File: config.mk
export PLATFORM = sky130hd
export DESIGN_NAME = pc_sequencer
export DESIGN_NICKNAME = d
export VERILOG_FILES = /design/src/rtl/mips_pkg.sv /design/src/rtl/next_pc_mux.sv /design/src/rtl/pc_sequencer.sv
export SDC_FILE = /design/constraint.sdc
export NUM_CORES = 1
export LEC_CHECK = 0
export ABC_AREA = 1
export CELL_PAD_IN_SITES_DETAIL_PLACEMENT = 1
export CELL_PAD_IN_SITES_GLOBAL_PLACEMENT = 1
export CORE_MARGIN = 2
export CORE_UTILIZATION = 34
export DETAILED_ROUTE_END_ITERATION = 8
export GPL_ROUTABILITY_DRIVEN = 0
export MAX_ROUTING_LAYER = met4
export PLACE_DENSITY = 0.95
export SYNTH_ARGS = -nofsm -noshare
export SYNTH_HDL_FRONTEND = slang
export SYNTH_HIERARCHICAL = 1
export SYNTH_SLANG_ARGS = --single-unit
File: constraint.sdc
create_clock -name clk_in -period 4.3 [get_ports clk_in]
set_input_delay 0.43 -clock clk_in [delete_from_list [all_inputs] [get_ports clk_in]]
set_output_delay 0.43 -clock clk_in [all_outputs]
set_load 0.05 [all_outputs]
File: src/rtl/mips_pkg.sv
// Shared definitions for the fetch/PC sequencing slice.
//   - seq_state_e   : sequencer FSM state encoding
//   - INSTR_W       : instruction word width
//   - *_VECTOR_DEF  : default reset / exception PC values
//   - word_align()  : clears the byte-offset bits of an address
package mips_pkg;

    localparam int unsigned INSTR_W = 32;

    localparam logic [31:0] RESET_VECTOR_DEF = 32'h0000_0000;
    localparam logic [31:0] EXC_VECTOR_DEF   = 32'h0000_0080;

    typedef enum logic [1:0] {
        ST_IDLE   = 2'd0,
        ST_FETCH  = 2'd1,
        ST_HOLD   = 2'd2,
        ST_HALTED = 2'd3
    } seq_state_e;

    function automatic logic [31:0] word_align(input logic [31:0] addr);
        return addr & ~32'h0000_0003;
    endfunction

endpackage

File: src/rtl/next_pc_mux.sv
// Combinational next-PC selection.
// Ports:
//   pc            in  : current PC
//   jump          in  : jump/jr redirect request (highest priority)
//   jump_target   in  : jump destination (low two bits ignored)
//   branch_taken  in  : taken-branch redirect request
//   branch_target in  : branch destination (low two bits ignored)
//   next_pc       out : jump_target, else branch_target, else pc+4 (wraps)
module next_pc_mux
    import mips_pkg::*;
(
    input  logic [31:0] pc,
    input  logic        jump,
    input  logic [31:0] jump_target,
    input  logic        branch_taken,
    input  logic [31:0] branch_target,
    output logic [31:0] next_pc
);

    always_comb begin
        next_pc = pc + 32'd4;
        if (jump) begin
            next_pc = word_align(jump_target);
        end else if (branch_taken) begin
            next_pc = word_align(branch_target);
        end
    end

endmodule

File: src/rtl/pc_sequencer.sv
// Instruction fetch sequencer: issues one fetch at a time, holds the fetched
// word for decode until accepted, then advances the PC (sequential, branch or
// jump), with exception redirect and a terminal halt state.
// Ports:
//   clk_in, rst               : clock, async active-high reset
//   imem_req/addr/ack/rdata   : instruction memory fetch interface
//   instr, instr_valid,
//   instr_ready               : decode handshake
//   branch_taken/target,
//   jump/jump_target, halt    : sampled on handshake
//   exc                       : exception request (ignored when halted)
//   pc, retired, halted       : status
module pc_sequencer
    import mips_pkg::*;
#(
    parameter logic [31:0] RESET_VECTOR = RESET_VECTOR_DEF,
    parameter logic [31:0] EXC_VECTOR   = EXC_VECTOR_DEF
) (
    input  logic               clk_in,
    input  logic               rst,
    output logic               imem_req,
    output logic [31:0]        imem_addr,
    input  logic               imem_ack,
    input  logic [INSTR_W-1:0] imem_rdata,
    output logic [INSTR_W-1:0] instr,
    output logic               instr_valid,
    input  logic               instr_ready,
    input  logic               branch_taken,
    input  logic [31:0]        branch_target,
    input  logic               jump,
    input  logic [31:0]        jump_target,
    input  logic               exc,
    input  logic               halt,
    output logic [31:0]        pc,
    output logic [31:0]        retired,
    output logic               halted
);

    seq_state_e         state_q, state_d;
    logic [31:0]        pc_q, pc_d;
    logic [INSTR_W-1:0] instr_q, instr_d;
    logic [31:0]        retired_q, retired_d;
    logic               exc_pend_q, exc_pend_d;
    logic [31:0]        next_pc;

    next_pc_mux u_next_pc_mux (
        .pc            (pc_q),
        .jump          (jump),
        .jump_target   (jump_target),
        .branch_taken  (branch_taken),
        .branch_target (branch_target),
        .next_pc       (next_pc)
    );

    always_ff @(posedge clk_in or posedge rst) begin
        if (rst) begin
            state_q    <= ST_IDLE;
            pc_q       <= RESET_VECTOR;
            instr_q    <= '0;
            retired_q  <= '0;
            exc_pend_q <= 1'b0;
        end else begin
            state_q    <= state_d;
            pc_q       <= pc_d;
            instr_q    <= instr_d;
            retired_q  <= retired_d;
            exc_pend_q <= exc_pend_d;
        end
    end

    always_comb begin
        state_d     = state_q;
        pc_d        = pc_q;
        instr_d     = instr_q;
        retired_d   = retired_q;
        exc_pend_d  = exc_pend_q;
        imem_req    = 1'b0;
        instr_valid = 1'b0;
        halted      = 1'b0;

        case (state_q)
            ST_IDLE: begin
                state_d = ST_FETCH;
                if (exc) begin
                    pc_d = EXC_VECTOR;
                end
            end

            ST_FETCH: begin
                imem_req = 1'b1;
                if (imem_ack) begin
                    // An exception seen now or earlier in this fetch drops the
                    // returned word and restarts fetching at the vector.
                    if (exc || exc_pend_q) begin
                        pc_d       = EXC_VECTOR;
                        exc_pend_d = 1'b0;
                    end else begin
                        instr_d = imem_rdata;
                        state_d = ST_HOLD;
                    end
                end else if (exc) begin
                    // The request cannot be withdrawn; keep the address and
                    // remember the exception until the ack arrives.
                    exc_pend_d = 1'b1;
                end
            end

            ST_HOLD: begin
                instr_valid = 1'b1;
                if (exc) begin
                    pc_d    = EXC_VECTOR;
                    state_d = ST_FETCH;
                end else if (instr_ready) begin
                    retired_d = retired_q + 32'd1;
                    pc_d      = next_pc;
                    state_d   = halt ? ST_HALTED : ST_FETCH;
                end
            end

            ST_HALTED: begin
                halted = 1'b1;
            end
        endcase
    end

    assign imem_addr = imem_req ? pc_q : '0;
    assign instr     = instr_q;
    assign pc        = pc_q;
    assign retired   = retired_q;

endmodule

==> Word-level counts from Yosys, hierarchy flattened <==
Cells that the tools add are included.
{ "totals": {"reg_bits": 99, "latchBits": 0, "mem_bits_rw": 0, "mem_bits_ro": 0, "inputBits": 104, "output_inout_bits": 131, "n_memories": 0} }
{ "classes": {"add_sub_neg": 2, "multipliers": 0, "div_mod_pow": 0, "magnitude_cmp": 0, "eq_ne": 9, "shifts": 0, "n_mux": 21, "bitwise": 2, "reduce_logical": 9} }
{ "op_table": {"columns": ["cell", "count"], "rows": [
  ["32-bit 2-to-1 mux", 8],
  ["32-bit one-hot mux with 3 select lines", 1],
  ["32-bit by 1-bit adder with 32-bit output (second input constant)", 1],
  ["32-bit by 3-bit adder with 32-bit output (second input constant)", 1],
  ["2-bit 2-to-1 mux", 5],
  ["3-bit AND reduction", 3],
  ["2-bit inequality test (second input constant)", 4],
  ["1-bit 2-to-1 mux", 6],
  ["2-bit one-hot mux with 3 select lines", 1],
  ["5-bit AND reduction", 1],
  ["2-bit equality test (second input constant)", 2],
  ["4-bit AND reduction", 1],
  ["3-bit inequality test (second input constant)", 1],
  ["3-bit nonzero test", 1],
  ["2-bit by 1-bit equality test with 1-bit output (second input constant)", 1],
  ["2-bit logical NOT", 1],
  ["2-bit by 1-bit inequality test with 1-bit output (second input constant)", 1],
  ["1-bit inverter", 2],
  ["2-bit nonzero test", 1],
  ["1-bit logical OR", 1]
]} }

==> Longest topological paths before layout <==
Gate-level depths: netlist (run 1).
{ "logic_depth": {"word_depth": 6, "depth_mapped": 12, "mapped_depth_nobuf": 12} }

==> Cells and area by module <==
The synthesis (run 1) kept the hierarchy.
{ "by_module_without_submodules": {"columns": ["mod", "instances", "cells_each", "area_per_inst_um2", "seq_area_each_um2"], "rows": [
  ["pc_sequencer", 1, 540, 4723.3, 2477.4],
  ["next_pc_mux", 1, 365, 1605.3, 0.0]
]} }

==> Worst setup path after synthesis (run 1) <==
Ideal clock, no wire load.
{ "synth_path": {"path_type": "register to output", "from": "reg state_q[1]", "to": "out imem_addr[5]", "arrival_time_ps": 1844, "setup_slack_ps": 2026, "stages_incl_launch_ff": 7, "n_path_buf": 2, "cell_sequence": "dfrtp_1 inv_1 ha_1 buf_4 clkbuf_1 nand2_1 inv_1"} }
{ "synth_via": {"elab_chain_cells": 3} }
{ "synth_rtl": {"columns": ["element", "line", "rtl"], "rows": [
  ["start: declaration", "pc_sequencer.sv:39", "seq_state_e state_q, state_d;"],
  ["start signal: assignment", "pc_sequencer.sv:63", "state_q <= state_d;"],
  ["2-bit by 1-bit equality test with 1-bit output", "pc_sequencer.sv:81", "case (state_q)"],
  ["1-bit 2-to-1 mux", "pc_sequencer.sv:81", null],
  ["net imem_req", "pc_sequencer.sv:21", "output logic imem_req,"],
  ["32-bit 2-to-1 mux", "pc_sequencer.sv:126", "assign imem_addr = imem_req ? pc_q : '0;"],
  ["end: declaration", "pc_sequencer.sv:22", "output logic [31:0] imem_addr,"]
]} }
The timed path passes the listed nets, and every way through them passes these cells.

==> Final worst setup path (run 1) <==
{ "layout_path": {"from": "reg state_q[1]", "to": "out imem_addr[30]"} }
{ "layout_via": {"elab_chain_cells": 3} }
{ "layout_rtl": {"columns": ["element", "line"], "rows": [
  ["2-bit by 1-bit equality test with 1-bit output", "pc_sequencer.sv:81"],
  ["1-bit 2-to-1 mux", "pc_sequencer.sv:81"],
  ["32-bit 2-to-1 mux", "pc_sequencer.sv:126"]
]} }
Every way passes these cells.

==> metrics, run 1 <==
outcome=finished clean; CP arrival=3.19 ns; RSZ-0062 raised after global routing=no; # IOs=235; Net count, final=1231; initial core utilization=35.0%; sequential-to-total area share from yosys stat=39.1%; all-layer global routing usage=24.9%; Layout area overhead=44.1%; worst r2r dst=pc[7]$_DFFE_PP0P_; Rel. slew slack=13.6%; total global routing overflow=0; Setup Fix Bufs, Post-CTS=0; Data required, critical path=3.87 ns; Clock power frac=20.0%; area leader, netlist=dfrtp_1; Switching Fraction=47.6%; share of layout cells above drive strength 1=6.93%; Slew Limit Fails=0; CTS Buffer Depth=2; clock tree sinks=99; ANT nets after route=0; crit path launch=state_q[1]$_DFFE_PP0P_; number of global-route vias before repair=7507; final setup fails=0; syn avg cell area=6.99 um^2; placed insts=1339; PD cells=490 nW/um^2; row count=49; WL/cell=17.3 um; hold crit path type=flip-flop to flip-flop; Die X=140 um; count leader, synth=nand2_1; Max FO, Critical Path=28; Worst setup SP type=flip-flop; NetSw=2.13 mW; fmax=276 MHz; Worst-path clk slew=0.08 ns; Area contributors post-synth=dfrtp_1, nand2_1, nor2_1; Port Buffer Count=230; Antenna diodes=0; Int Power=2.34 mW; critical-path cell list=inv_1 > ha_1 > buf_4 > nand2_1 > inv_1 > clkdlybuf4s50_1; ys async rst share=100%; first-pass iteration count of the detailed router=4; cell leakage power=4.10 nW; synthesized instance count=905; synthesized net count=1015; EDFF count, synth=0; vias post-DR=6851; post-route insts no fill=1355; crit-path max cell delay=1.02 ns; CTS Hold Bufs=0; Core Area=18100 um^2; hold worst-path end=instr[5]$_DFFE_PP0P_; die area=19700 um^2; Worst Hold Slack=0.494 ns; Post-synth top cells=nand2_1, nor2_1, dfrtp_1; Worst VDD drop=0.000453 V; Via density=5.06; top cell type's share of synthesized area=39.1%; Netlist cell types=34; Gate power share=50.2%; CTS buffer count=9; CTS Root Buffer Type=clkbuf_16; Flop pwr share=29.8%; Crit. End Element=output pin; H-Tree Depth=3; RR Startpoint=state_q[1]$_DFFE_PP0P_; CTS tree=done; post-cts gate resize count=0; fin crit share=84.1%; R2R depth=8; type of the worst setup path=flip-flop to output pin; clk_skew=0.00908 ns; fillcell total=2283; drt total wl=23.4 mm; largest net degree at the start of global routing=75; antenna violations before repair=0; slowest cell on the critical path=ha_1; first-pass GRT wire length=38.1 mm; Worst path most repeated cell=inv_1; Cell Area, Synth=6330 um^2; drt drc=0; Slew @ Worst Pin=1.30 ns; Hold Vio Cnt, Final=0; Ys Warns=6; min cycle time layout=3.62 ns; Vert. Die Dim=140 um; synthesized flop and latch total=99; number of max-cap violations=0; Reg2Reg Setup Slack=1.08 ns; critical hold path startpoint=instr[5]$_DFFE_PP0P_; Clk Latency, worst-skew pair=0.36 ns; Hold Crit Depth=1; dpl hpwl=17.3 mm; Sum Neg Setup Slack=0 ns; initial drt markers=294; Top FF cell, synth=dfrtp_1
==> worst max-delay path by stage <==
stage	to	slack (ns)	depth (start not counted)
6_report	imem_addr[30]	0.68	6
5_1_grt	imem_addr[28]	0.51	6
4_1_cts	imem_addr[30]	0.62	6
3_5_place_dp	pc[7]$_DFFE_PP0P_	1.01	8
3_3_place_gp	imem_addr[26]	1.10	6
2_1_floorplan	exc_pend_q$_DFFE_PP0P_	1.28	1
==> power groups by stage <==
| stage | Sequential, mW | Combinational [mW] | Clock, mW |
|---|---|---|---|
| 6_report | 1.33 | 2.24 | 0.893 |
| 5_1_grt | 1.37 | 2.37 | 0.944 |
| 4_1_cts | 1.34 | 2.27 | 0.915 |
| 3_5_place_dp | 1.35 | 2.26 | 0 |
| 3_3_place_gp | 1.33 | 2.20 | 0 |
| 2_1_floorplan | 2.02 | 0.769 | 0 |
==> per-layer routing <==
metal,track usage [%],wire [um]
met2,46.1,12400
met3,3.42,1100
met5,-,0
met1,27.0,9310
met4,9.62,648
==> flip-flops by register name (all words and copies together), names as in the netlist <==
register	flops
state_q	2
pc	32
exc_pend_q	1
instr	32
retired	32
==> critical path: cells and delay by family, from the launching register on <==
family | cells | cell delay, ns
buffers and inverters | 4 | 1.30
adder cells (fa/ha/maj) | 1 | 1.02
flip-flops | 1 | 0.43
AND/OR/NAND/NOR | 1 | 0.08
==> metrics by stage <==
stage	total power, mW	utilization (%)	instance area, um^2	setup WS [ns]
2_1_floorplan	2.79	-	6330	1.28
3_3_place_gp	3.53	48.6	8800	1.10
3_5_place_dp	3.61	48.6	8800	1.01
4_1_cts	4.52	50.4	9120	0.619
5_1_grt	4.68	50.4	9120	0.513
6_report	4.47	50.4	9120	0.683
==> layout by cell type, fill, tap and decap left out, types with 3 or more instances in the layout <==
cell and instances:
a21oi_1 13, nor2_2 10, inv_2 3, nand2_2 7, mux2_2 21, dfrtp_1 99, o21ai_1 12, ha_1 6
nand3b_1 8, buf_4 8, mux2_1 11, nor2_1 123, nor2_4 7, xor2_1 8, o21ai_0 44, clkdlybuf4s50_1 229
nand3_2 3, nand4_1 10, clkbuf_16 9, xnor2_1 13, nand2_1 304, inv_1 85, nand3_1 74
==> final cells by class <==
type                       instances  area (um^2)  area share, %
tap                              229          287           3.14
clock buffer                       9          225           2.47
clock inverter                     7         93.8           1.03
inverter                          90          340           3.73
timing repair buffer             238         2360           25.9
sequential                        99         2480           27.2
multi-input combinational        683         3340           36.6
==> logic make-up after synthesis <==
logic type	synth area share, %
AO/OA/AOI/OAI	6.05
flip-flops	39.1
XOR/XNOR	2.91
adder cells (fa/ha/maj)	1.19
AND/OR/NAND/NOR	36.9
buffers and inverters	8.17
multiplexers	5.69
Power figures use the tool's default switching activity.
==> inputs of run 2 (changes only) <==
- CORE_UTILIZATION: 34 -> 28
- PLACE_DENSITY: 0.95 -> 0.85
- clock period: 4.3 -> 3.3 ns (I/O delays scaled with it)
==> metrics, run 2 (synthesis gave the netlist of run 1 again) <==
Hold Vio Cnt, Final=0; ANT nets after route=0; share of layout cells above drive strength 1=7.19%; RSZ-0062 raised after global routing=no; fillcell total=2769; critical-path cell list=inv_1 > ha_2 > nand2_1 > inv_1 > clkdlybuf4s50_1; post-cts gate resize count=0; drt total wl=23.5 mm; type of the worst setup path=flip-flop to output pin; crit-path max cell delay=0.83 ns; CTS Buffer Depth=2; die area=23800 um^2; initial core utilization=28.2%; first-pass iteration count of the detailed router=4; antenna violations before repair=1; finished layout cell area=9220 um^2; Via density=4.78; first-pass GRT wire length=37.8 mm; Max FO, Critical Path=36; initial drt markers=238; placed cell area=8900 um^2; hold crit path type=input pin to asynchronous set/reset pin; CP arrival=2.62 ns; Clk Latency, worst-skew pair=0.36 ns; Net count, final=1232; clock tree sinks=99; outcome=finished clean; Worst path most repeated cell=inv_1; fin crit share=89.4%; Crit. End Element=output pin; H-Tree Depth=3; clk_skew=0.00908 ns; number of max-cap violations=0; drt drc=0; CTS buffer count=9; dpl hpwl=17.7 mm; cell leakage power=4.11 nW; Vert. Die Dim=154 um; Rel. slew slack=45.0%; Worst-path clk slew=0.08 ns; CTS tree=done; min cycle time layout=2.95 ns; fmax=339 MHz; Slew @ Worst Pin=0.823 ns; PD cells=632 nW/um^2; CTS Hold Bufs=0; CTS Root Buffer Type=clkbuf_16; Slew Limit Fails=0; Sum Neg Setup Slack=0 ns; all-layer global routing usage=20.5%; Worst setup SP type=flip-flop; most frequent cells in the layout=nand2_1, clkdlybuf4s50_1, nor2_1; WL/cell=16.7 um; vias post-DR=6751; commonest non-fill, non-tap cell in the layout=nand2_1; largest net degree at the start of global routing=48; Port Buffer Count=230; slowest cell on the critical path=clkdlybuf4s50_1; Layout area overhead=45.7%; Die X=154 um; Data required, critical path=2.97 ns; Core Area=22400 um^2; row count=55; Setup Fix Bufs, Post-CTS=0; Worst VDD drop=0.000346 V; total global routing overflow=0; final setup fails=0; number of global-route vias before repair=7093; # IOs=235
-- run 2: cell count changes in the layout (fill, tap and decap cells not counted) --
cell	before	now
buf_12	0	1
clkinv_8	1	2
clkinv_4	0	1
inv_6	2	1
ha_1	6	5
diode_2	0	1
nand3_2	3	4
ha_2	0	1
nand3_1	74	73
inv_8	2	1
-- run 2: through the flow --
step	utilization [%]	total power [mW]	cells	setup slack [ns]	hold slack [ns]
final	41.1	5.83	1413	0.350	0.286
after global routing	41.1	6.12	1413	0.177	0.303
after CTS	41.1	5.90	1412	0.302	0.292
after detailed placement	39.7	4.72	1396	0.698	0.484
after global placement	39.7	4.64	1396	0.765	0.474
after floorplan	-	3.63	905	0.380	0.462
-- run 2: metal layers --
metal	GRT usage, %	share of wire, %
met1	23.7	41
met2	37.5	52
met3	3.33	5.7
met4	4.41	1.2
met5	-	0
-- run 2: path summary, 6_finish.rpt --
path / start / slack, ns / cells past startpoint / end
max: state_q[1]$_DFFE_PP0P_ / 0.35 / 5 / imem_addr[5]
max in group asynchronous: rst / 2.26 / 3 / instr[8]$_DFFE_PP0P_
min in group clk_in: instr[22]$_DFFE_PP0P_ / 0.50 / 1 / instr[22]$_DFFE_PP0P_
min reg2reg: instr[22]$_DFFE_PP0P_ / 0.50 / 1 / instr[22]$_DFFE_PP0P_
min: rst / 0.29 / 2 / instr[11]$_DFFE_PP0P_
max reg2reg: state_q[1]$_DFFE_PP0P_ / 0.86 / 8 / pc[4]$_DFFE_PP0P_
-- run 2: power by group --
part / switching (mW) / internal, mW / total [mW]
sequential: 0.240 / 1.49 / 1.73
clock: 0.557 / 0.612 / 1.17
combinational: 1.98 / 0.951 / 2.93
-- run 2: cell type report --
type | count | area, um^2 | area share [%]
Antenna cell | 1 | 2.50 | 0.0271
Timing Repair Buffer | 239 | 2380 | 25.8
Multi-Input combinational cell | 683 | 3340 | 36.3
Clock inverter | 7 | 98.8 | 1.07
Sequential cell | 99 | 2480 | 26.9
Tap cell | 285 | 357 | 3.87
Inverter | 90 | 340 | 3.69
Clock buffer | 9 | 225 | 2.44
-- run 2: worst max-delay path, delay by kind of cell, from the launching register on --
family | cells | cell delay (ns)
buffers and inverters | 3 | 1.01
adder cells (fa/ha/maj) | 1 | 0.72
flip-flops | 1 | 0.41
AND/OR/NAND/NOR | 1 | 0.12
